===== src/rtl/demux_pkg.sv =====
// Purpose: shared constants for the 1-to-4 registered demultiplexer.
// Latency: n/a (constants only).
// Backpressure: n/a.
package demux_pkg;

    localparam int WIDTH = 4;
    localparam int N     = 4;
    localparam int SEL_W = 2;

    localparam int CH_A = 0;
    localparam int CH_B = 1;
    localparam int CH_C = 2;
    localparam int CH_D = 3;

endpackage : demux_pkg


===== src/rtl/demux_slot.sv =====
// Purpose: one output channel, a one-entry holding buffer with valid/ready.
// Latency: a loaded word is visible on o_data one cycle after the load edge.
// Backpressure: slot_ready drops only while full and the consumer stalls.
module demux_slot
    import demux_pkg::*;
(
    input  logic             clk,
    input  logic             rst,
    input  logic             flush,
    input  logic             load,
    input  logic [WIDTH-1:0] load_data,
    input  logic             out_ready,
    output logic [WIDTH-1:0] out_data,
    output logic             out_valid,
    output logic             slot_ready
);

    logic [WIDTH-1:0] r_data;
    logic             r_valid;

    // A full slot can take a new word in the same cycle its old word drains.
    assign slot_ready = !r_valid || out_ready;
    assign out_data   = r_data;
    assign out_valid  = r_valid;

    // Flush beats load beats drain; data survives drain and flush untouched.
    always_ff @(posedge clk) begin
        if (rst) begin
            r_data  <= '0;
            r_valid <= 1'b0;
        end else if (flush) begin
            r_valid <= 1'b0;
        end else if (load) begin
            r_data  <= load_data;
            r_valid <= 1'b1;
        end else if (r_valid && out_ready) begin
            r_valid <= 1'b0;
        end
    end

endmodule : demux_slot


===== src/rtl/demux1x4.sv =====
// Purpose: steer one input word by in_sel into one of four buffered channels.
// Latency: 1 cycle from accept edge to out_k/out_valid[k].
// Backpressure: in_ready follows only the addressed slot, so a stalled consumer blocks only its own words.
module demux1x4
    import demux_pkg::*;
(
    input  logic             clk,
    input  logic             rst,
    input  logic             flush,
    input  logic [WIDTH-1:0] in_data,
    input  logic [SEL_W-1:0] in_sel,
    input  logic             in_valid,
    output logic             in_ready,
    output logic [WIDTH-1:0] out_a,
    output logic [WIDTH-1:0] out_b,
    output logic [WIDTH-1:0] out_c,
    output logic [WIDTH-1:0] out_d,
    output logic [N-1:0]     out_valid,
    input  logic [N-1:0]     out_ready,
    output logic [7:0]       xfer_cnt
);

    logic [N-1:0]     w_slot_rdy;
    logic [N-1:0]     w_load;
    logic [WIDTH-1:0] w_data [N];
    logic             w_accept;
    logic [7:0]       r_xfer_cnt;

    // in_ready never depends on in_valid, only on flush, in_sel and the slot state.
    assign in_ready = !flush && w_slot_rdy[in_sel];
    assign w_accept = in_valid && in_ready;

    for (genvar k = 0; k < N; k++) begin : g_slot
        assign w_load[k] = w_accept && (in_sel == SEL_W'(k));

        demux_slot u_slot (
            .clk        (clk),
            .rst        (rst),
            .flush      (flush),
            .load       (w_load[k]),
            .load_data  (in_data),
            .out_ready  (out_ready[k]),
            .out_data   (w_data[k]),
            .out_valid  (out_valid[k]),
            .slot_ready (w_slot_rdy[k])
        );
    end

    assign out_a    = w_data[CH_A];
    assign out_b    = w_data[CH_B];
    assign out_c    = w_data[CH_C];
    assign out_d    = w_data[CH_D];
    assign xfer_cnt = r_xfer_cnt;

    // Count accepted words; wraps naturally at 8 bits and ignores flush.
    always_ff @(posedge clk) begin
        if (rst) begin
            r_xfer_cnt <= 8'd0;
        end else if (w_accept) begin
            r_xfer_cnt <= r_xfer_cnt + 8'd1;
        end
    end

endmodule : demux1x4


===== config.mk =====
export PLATFORM = sky130hd
export DESIGN_NAME = demux1x4
export DESIGN_NICKNAME = d
export VERILOG_FILES = /design/src/rtl/demux_pkg.sv /design/src/rtl/demux_slot.sv /design/src/rtl/demux1x4.sv
export SDC_FILE = /design/constraint.sdc
export NUM_CORES = 1
export LEC_CHECK = 0
export ABC_CLOCK_PERIOD_IN_PS = 2100
export BUFFER_PORTS_ARGS = -buffer_cell sky130_fd_sc_hd__buf_4
export CORE_ASPECT_RATIO = 1.75
export CORE_MARGIN = 5
export CORE_UTILIZATION = 29
export DETAILED_ROUTE_END_ITERATION = 10
export HOLD_SLACK_MARGIN = 0.12
export PLACE_DENSITY = 0.61
export SLEW_MARGIN = 30
export SYNTH_ARGS = -nofsm -noshare
export SYNTH_HDL_FRONTEND = slang
export SYNTH_SLANG_ARGS = --single-unit

===== constraint.sdc =====
create_clock -name clk -period 2.1 [get_ports clk]
set_clock_uncertainty 0.1 [all_clocks]
set_input_delay 0.21 -clock clk [delete_from_list [all_inputs] [get_ports clk]]
set_output_delay 0.21 -clock clk [all_outputs]
set_load 0.005 [all_outputs]

==> results of run 1 <==
final timing paths:
| check | from | end | slack (ns) | depth (start not counted) |
|---|---|---|---|---|
| min | out_ready[1] | g_slot[1].u_slot.out_valid$_SDFFE_PP0P_ | 0.15 | 4 |
| max | g_slot[3].u_slot.out_valid$_SDFFE_PP0P_ | xfer_cnt[7]$_SDFFE_PP0P_ | 0.18 | 4 |
| min reg2reg | xfer_cnt[6]$_SDFFE_PP0P_ | xfer_cnt[6]$_SDFFE_PP0P_ | 0.40 | 2 |
| max reg2reg | g_slot[3].u_slot.out_valid$_SDFFE_PP0P_ | xfer_cnt[7]$_SDFFE_PP0P_ | 0.18 | 4 |
cell usage in the layout, fill, tap and decap left out:
master         synthesis  final
nand3_1                2      2
nor2b_1                5      4
nor4b_2                1      1
a21oi_1                5      5
nand2b_1               5      5
o21ai_0                3      3
nor3_1                 3      3
nand4_1                3      3
mux2_2                 2      2
mux4_2                 1      1
nand4b_1               1      1
dlygate4sd3_1          0      5
dfxtp_1               28     28
or3_1                  3      3
nor4_2                 1      1
a211oi_1               2      2
nor2b_2                0      1
o31ai_1                2      2
and4_1                 1      1
or4_1                  2      2
ha_1                   1      1
nor2_1                22     22
mux2i_1               17     17
clkbuf_8               0      4
buf_4                  4     44
nand2_1                3      3
nor2b_4                2      2
per-layer routing:
metal / GRT usage (%) / part of all wire, % / wire (um)
met1: 13.3 / 37 / 1130
met2: 20.5 / 56 / 1710
met3: 1.74 / 6.1 / 186
met4: 3.59 / 0.82 / 25
met5: 0 / 0 / 0
through the flow:
stage / area, um^2 / util [%] / cells / worst slack [ns]
after detailed placement: 1560 / 37.9 / 208 / 0.178
after global routing: 1660 / 40.5 / 217 / 0.116
after CTS: 1660 / 40.4 / 217 / 0.0545
after floorplan: 1220 / - / 125 / 0.311
after global placement: 1560 / 37.9 / 208 / 0.269
final: 1660 / 40.5 / 217 / 0.176
worst max-delay path: stages, from the launching register on:
cell and delay [ns]:
dfxtp_1 0.33, nor2b_1 0.13, mux4_2 0.59, or4_1 0.55, a21oi_1 0.17
registers in the layout, summed over array words and instances (netlist names):
signal	count
xfer_cnt	8
g_slot.u_slot.out_data	16
g_slot.u_slot.out_valid	4
timing repair:
action	4_1_cts	5_1_grt
hold buffers	5	0
endpoints found under the setup margin	0	1
resized for setup	0	1
endpoints found under the hold margin	14	0
Yosys cell counts, drive strengths merged, types with 2 or more instances:
master	number	area, um^2
mux2	2	22.5
o31ai	2	15.0
nor2b	7	58.8
dfxtp	28	561
a21oi	5	25.0
nand3	2	10.0
nand4	3	18.8
o21ai	3	15.0
nand2	3	11.3
clkbuf	5	18.8
a211oi	2	15.0
or3	3	18.8
mux2i	17	170
nand2b	5	31.3
nor2	22	82.6
or4	2	15.0
nor3	3	15.0
buf	5	35.0
final cells by class:
class | instances | area [um^2]
Fill cell | 421 | 2450
Multi-Input combinational cell | 87 | 607
Sequential cell | 28 | 561
Timing Repair Buffer | 49 | 380
Tap cell | 49 | 61.3
Clock buffer | 4 | 55.1
cells by family (layout without fill, tap and decap cells):
group / after synthesis / in the layout / synth area share (%)
AO/OA/AOI/OAI: 12 / 12 / 5.75
adder cells (fa/ha/maj): 1 / 1 / 1.03
buffers and inverters: 10 / 53 / 4.41
flip-flops: 28 / 28 / 46.0
AND/OR/NAND/NOR: 54 / 54 / 25.2
multiplexers: 20 / 20 / 17.7
power groups by stage:
| stage | clock network (mW) | logic [mW] | registers, mW |
|---|---|---|---|
| detailed placement | 0 | 0.0939 | 0.561 |
| finish | 0.321 | 0.100 | 0.548 |
| global route | 0.362 | 0.111 | 0.550 |
| CTS | 0.339 | 0.102 | 0.548 |
| floorplan | 0 | 0.0422 | 0.560 |
| global placement | 0 | 0.0922 | 0.560 |
==> results.tsv, run 1 <==
stage	metric	value	unit
clocking	cts_made_buffers	3	
drt	routedWlPerCell	14.0	um
floorplanning	dieArea	5650	um^2
logic_synthesis	synth_cell_types	26	
setup_path	worstPathMaxFanout	13	
logic_synthesis	syn_nets	140	
clocking	cts_max_level	1	
logic_synthesis	syn-cell-area	1220	um^2
timing	final-hold-violation-count	0	
logic_synthesis	avgSynthCellArea	9.75	um^2
clocking	clk_latency	0.26	ns
clocking	cts_buffer_depth	2	
place	gp_congestion	0.845	
floorplanning	ios	43	
setup_path	cp-end-kind	flip-flop	
floorplanning	rows	31	
power	power_leakage	0.717	nW
finish	drive_gt1_share	33.3	%
logic_synthesis	synth_edf_count	0	
timing	worst_pin_slew	0.379	ns
outcome	status	complete, no violations	
power	power_density	583	nW/um^2
logic_synthesis	syn_inst	125	
global_route	grt_pass1_vias	996	
power	combPwrFrac	10.3	%
timing	relSlewSlack	74.6	%
global_route	antenna_found_initial	0	
timing	finalSetupViolCount	0	
clocking	clockRootBuffer	clkbuf_8	
logic_synthesis	synth_flop_cell	dfxtp_1	
power	p_sw	208	uW
floorplanning	initial_utilization	29.6	%
power	sequentialPowerShare	56.5	%
floorplanning	die_w	59.0	um
floorplanning	coreArea	4110	um^2
timing	fin_crit	1.92	ns
global_route	overflow	0	
setup_path	worstPathArrival	2.02	ns
power	p_sw_share	21.4	%
logic_synthesis	async_reset_ff_share	0	%
job	cap_violations	0	
finish	syn_to_final_growth	36.6	%
floorplanning	die_h	95.8	um
power	clock_power_share	33.1	%
power	power	970	uW
finish	nNetsFinal	184	
timing	drv_slew	0	
clocking	tritoncts	done	
drt	ant_nets	0	
worst_hold_path	hp-class	in2reg	
timing	post-route-period-util	91.6	%
clocking	cts_setup_buffers	0	
power	peakVddDrop	0.000414	V
timing	fmax	0.520	GHz
drt	avgViaCountPerCell	4.80	
drt	wl	3050	um
finish	antennaDiodeCount	0	
global_route	track_usage	11.3	%
setup_path	required	2.20	ns
drt	routed-via-count	1042	
place	place_hpwl	2400	um
clocking	cts.sinks	28	
global_route	grt_max_degree	32	
timing	holdWs	0.154	ns
drt	dr.pass1.iters	4	
clocking	clkTransAtPathRegs	0.09	ns
logic_synthesis	ys_seq_elements	28	
global_route	grt_pass1_wl	4880	um
setup_path	crit_type	reg2reg	
drt	drc_errors	0	
logic_synthesis	ys_seq_area_share	46.0	%
drt	drt_iter0_drc	49	
timing	rsz0062_at_grt	false	
place	portBuffers	42	
setup_path	setup.worst_path.start_class	flip-flop	
timing	fin_setup_tns	0	ns
power	p_int	763	uW
logic_synthesis	ys_warn_count	0	
No activity file was read; power rests on OpenSTA's default activity.
==> run 2: changes to the inputs <==
--- a/config.mk
+++ b/config.mk
@@ -5,6 +5,7 @@
 export SDC_FILE = /design/constraint.sdc
 export NUM_CORES = 1
 export LEC_CHECK = 0
+export ABC_AREA = 1
 export ABC_CLOCK_PERIOD_IN_PS = 2100
 export BUFFER_PORTS_ARGS = -buffer_cell sky130_fd_sc_hd__buf_4
 export CORE_ASPECT_RATIO = 1.75
@@ -12,7 +13,7 @@
 export CORE_UTILIZATION = 29
 export DETAILED_ROUTE_END_ITERATION = 10
 export HOLD_SLACK_MARGIN = 0.12
-export PLACE_DENSITY = 0.61
+export PLACE_DENSITY = 0.6
 export SLEW_MARGIN = 30
 export SYNTH_ARGS = -nofsm -noshare
 export SYNTH_HDL_FRONTEND = slang
==> run 2 against run 1 <==
Compared with the run above: clock power increased by 34%; sequential power increased by 1%; synthesized cell count increased by 86%; core utilization decreased by 2.0 points; hold slack got worse by 0.027 ns; largest cell class unchanged.
==> results.tsv, run 2 <==
stage	metric	value	unit	change
outcome	status	complete, no violations		unchanged
logic_synthesis	synthDominantCellAreaShare	37.6	%	was 46.0%
setup_path	r2r_end	g_slot[1].u_slot.out_data[0]$_SDFFE_PP0P_		was xfer_cnt[7]$_SDFFE_PP0P_
drt	dr.pass1.iters	4		unchanged
logic_synthesis	ys_warn_count	0		unchanged
finish	multi_input_area	672	um^2	was 607 um^2
clocking	clkTransAtPathRegs	0.09	ns	about the same
finish	utilization	38.5	%	was 40.5%
drt	wl	3740	um	was 3050 um
drt	avgViaCountPerCell	4.54		was 4.80
logic_synthesis	ys_seq_area_share	37.6	%	was 46.0%
logic_synthesis	syn_nets	248		was 140
timing	finalSetupViolCount	0		unchanged
floorplanning	ios	43		unchanged
timing	relSlewSlack	71.6	%	was 74.6%
drt	route.met2.wl	2000	um	was 1710 um
floorplanning	die_h	105	um	was 95.8 um
place	portBuffers	42		unchanged
global_route	grt_pass1_vias	1359		was 996
finish	drive_gt1_share	19.9	%	was 33.3%
logic_synthesis	avgSynthCellArea	6.40	um^2	was 9.75 um^2
clocking	tritoncts	done		unchanged
setup_path	required	1.79	ns	was 2.20 ns
logic_synthesis	synth_edf_count	0		unchanged
clocking	clockRootBuffer	clkbuf_8		unchanged
timing	holdWs	0.127	ns	was 0.154 ns
timing	setup_slack	0.227	ns	was 0.176 ns
logic_synthesis	synth_cell_types	20		was 26
logic_synthesis	synth_flop_cell	dfxtp_1		unchanged
floorplanning	dieArea	6730	um^2	was 5650 um^2
finish	ff_latch_area	561	um^2	unchanged
logic_synthesis	yosysMostFrequentCell	nand2_1		was dfxtp_1
power	power_leakage	0.953	nW	was 0.717 nW
place	pre_cts_slack	0.413	ns	was 0.178 ns
floorplanning	coreArea	4980	um^2	was 4110 um^2
timing	fin_setup_tns	0	ns	unchanged
finish	largest_register_ffs	16		unchanged
finish	fillCellCount	553		was 421
setup_path	worstReg2RegStart	g_slot[2].u_slot.out_valid$_SDFFE_PP0P_		was g_slot[3].u_slot.out_valid$_SDFFE_PP0P_
worst_hold_path	hp-class	in2reg		unchanged
drt	top_layer	met4		unchanged
setup_path	worst_path_largest_cell_delay	0.52	ns	was 0.59 ns
setup_path	rr_worst_depth	9		was 4
setup_path	worstPathArrival	1.56	ns	was 2.02 ns
drt	drc_errors	0		unchanged
setup_path	cp-endpoint	in_ready		was xfer_cnt[7]$_SDFFE_PP0P_
setup_path	crit_type	in2out		was reg2reg
logic_synthesis	yosysTopAreaCell	dfxtp_1		unchanged
finish	final_common_cell	nand2_1		was buf_4
timing	rsz0062_at_grt	false		unchanged
power	peakVddDrop	0.000331	V	was 0.000414 V
job	cap_violations	0		unchanged
finish	final_cell_mix	62 x nand2_1, 48 x inv_1, 43 x buf_4		was 44 x buf_4, 28 x dfxtp_1, 22 x nor2_1
clocking	clk_latency	0.28	ns	was 0.26 ns
drt	wl_met3	230	um	was 186 um
place	place_hpwl	2900	um	was 2400 um
setup_path	setup.worst_path.start_class	input pin		was flip-flop
power	power_density	589	nW/um^2	was 583 nW/um^2
drt	routed-via-count	1481		was 1042
setup_path	r2r_slack	0.50	ns	was 0.18 ns
finish	nNetsFinal	288		was 184
timing	fmax	0.534	GHz	was 0.520 GHz
timing	drv_slew	0		unchanged
setup_path	crit_path_top_delay_cell	dlygate4sd3_1		was mux4_2
drt	wl_met1	1470	um	was 1130 um
setup_path	worstPathMaxFanout	17		was 13
timing	fin_crit	1.87	ns	was 1.92 ns
timing	final-hold-violation-count	0		unchanged
clocking	cts_made_buffers	3		unchanged
global_route	grt_pass1_wl	6170	um	was 4880 um
global_route	overflow	0		unchanged
logic_synthesis	synth_area_leaders	dfxtp_1 38%, nand2_1 16%, inv_1 12%, nand4_1 8.4%, nor2_1 6.5%		was dfxtp_1 46%, mux2i_1 14%, nor2_1 6.8%, nand2b_1 2.6%, nor2b_1 2.6%
floorplanning	initial_utilization	30.0	%	was 29.6%
global_route	grt_max_degree	30		was 32
global_route	antenna_found_initial	0		unchanged
setup_path	critPathMostFrequentCell	buf_4		
logic_synthesis	synth_common_cells	62 x nand2_1, 48 x inv_1, 28 x dfxtp_1		was 28 x dfxtp_1, 22 x nor2_1, 17 x mux2i_1
floorplanning	die_w	64.2	um	was 59.0 um
logic_synthesis	syn-cell-area	1490	um^2	was 1220 um^2
power	power	1.13	mW	was 970 uW
global_route	track_usage	11.1	%	was 11.3%
logic_synthesis	async_reset_ff_share	0	%	unchanged
clocking	cts_max_level	1		unchanged
setup_path	startpoint	out_ready[0]		was g_slot[3].u_slot.out_valid$_SDFFE_PP0P_
drt	routedWlPerCell	11.5	um	was 14.0 um
setup_path	cp-end-kind	output pin		was flip-flop
clocking	cts_resized	0		unchanged
finish	antennaDiodeCount	0		unchanged
worst_hold_path	min_path_cells	4		unchanged
drt	drt_iter0_drc	30		was 49
logic_synthesis	ys_seq_elements	28		unchanged
logic_synthesis	syn_inst	233		was 125
timing	post-route-period-util	89.2	%	was 91.6%
floorplanning	rows	34		was 31
finish	syn_to_final_growth	28.4	%	was 36.6%
clocking	cts_buffer_depth	2		unchanged
clocking	cts.sinks	28		unchanged
setup_path	path_cells	dlygate4sd3_1 -> buf_4 -> nor2_1 -> nand2_1 -> nand3_2 -> nor2_4 -> buf_4		was nor2b_1 -> mux4_2 -> or4_1 -> a21oi_1
drt	ant_nets	0		unchanged
place	gp_congestion	0.763		was 0.845
timing	worst_pin_slew	0.423	ns	was 0.379 ns
run 2: worst min-delay path by stage:
| stage | from | endpoint | slack, ns |
|---|---|---|---|
| 2_1_floorplan | out_ready[2] | g_slot[2].u_slot.out_valid$_SDFFE_PP0P_ | 0.27 |
| 3_3_place_gp | rst | xfer_cnt[3]$_SDFFE_PP0P_ | 0.36 |
| 3_5_place_dp | rst | xfer_cnt[0]$_SDFFE_PP0P_ | 0.37 |
| 4_1_cts | out_ready[1] | g_slot[1].u_slot.out_valid$_SDFFE_PP0P_ | 0.13 |
| 5_1_grt | out_ready[3] | g_slot[3].u_slot.out_valid$_SDFFE_PP0P_ | 0.15 |
| 6_report | out_ready[1] | g_slot[1].u_slot.out_valid$_SDFFE_PP0P_ | 0.13 |
run 2: report_power, final:
group,switching (mW),total [mW],leakage [nW],internal (mW)
registers,0.00900,0.554,0.227,0.545
clock network,0.174,0.429,0.0357,0.255
logic,0.0827,0.146,0.691,0.0629
run 2: final cells by class:
cell class	instances	area share [%]
clock buffer	3	2.16
multi-input combinational	143	35.1
sequential	28	29.3
timing repair buffer	46	18.4
inverter	51	9.99
tap	54	3.53
clock inverter	1	1.57
run 2: logic make-up (layout without fill, tap and decap cells):
group	after synthesis	after routing	share of synthesized area (%)
AND/OR/NAND/NOR	126	126	38.1
flip-flops	28	28	37.6
adder cells (fa/ha/maj)	1	1	0.839
XOR/XNOR	3	3	1.76
AO/OA/AOI/OAI	13	13	4.36
buffers and inverters	62	101	17.4
run 2: worst max-delay path, delay by kind of cell:
family	cells	cell delay, ns
simple gates	4	0.54
buf+inv	3	0.80
run 2: routing by layer:
layer	up-vias	GRT usage (%)
met1	658	12.8
met4	0	3.49
met5	-	0
met3	4	2.47
li1	786	-
met2	33	19.9
run 2: metrics by stage:
| step | cell area, um^2 | instances |
|---|---|---|
| 3_3_place_gp | 1810 | 319 |
| 4_1_cts | 1920 | 326 |
| 6_report | 1920 | 326 |
| 3_5_place_dp | 1810 | 319 |
| 5_1_grt | 1920 | 326 |
| 2_1_floorplan | 1490 | 233 |
run 2: what timing repair did:
item | 4_1_cts | 5_1_grt
hold buffers | 3 | 0
buffers inserted | 0 | 0
hold endpoints to repair | 10 | 0
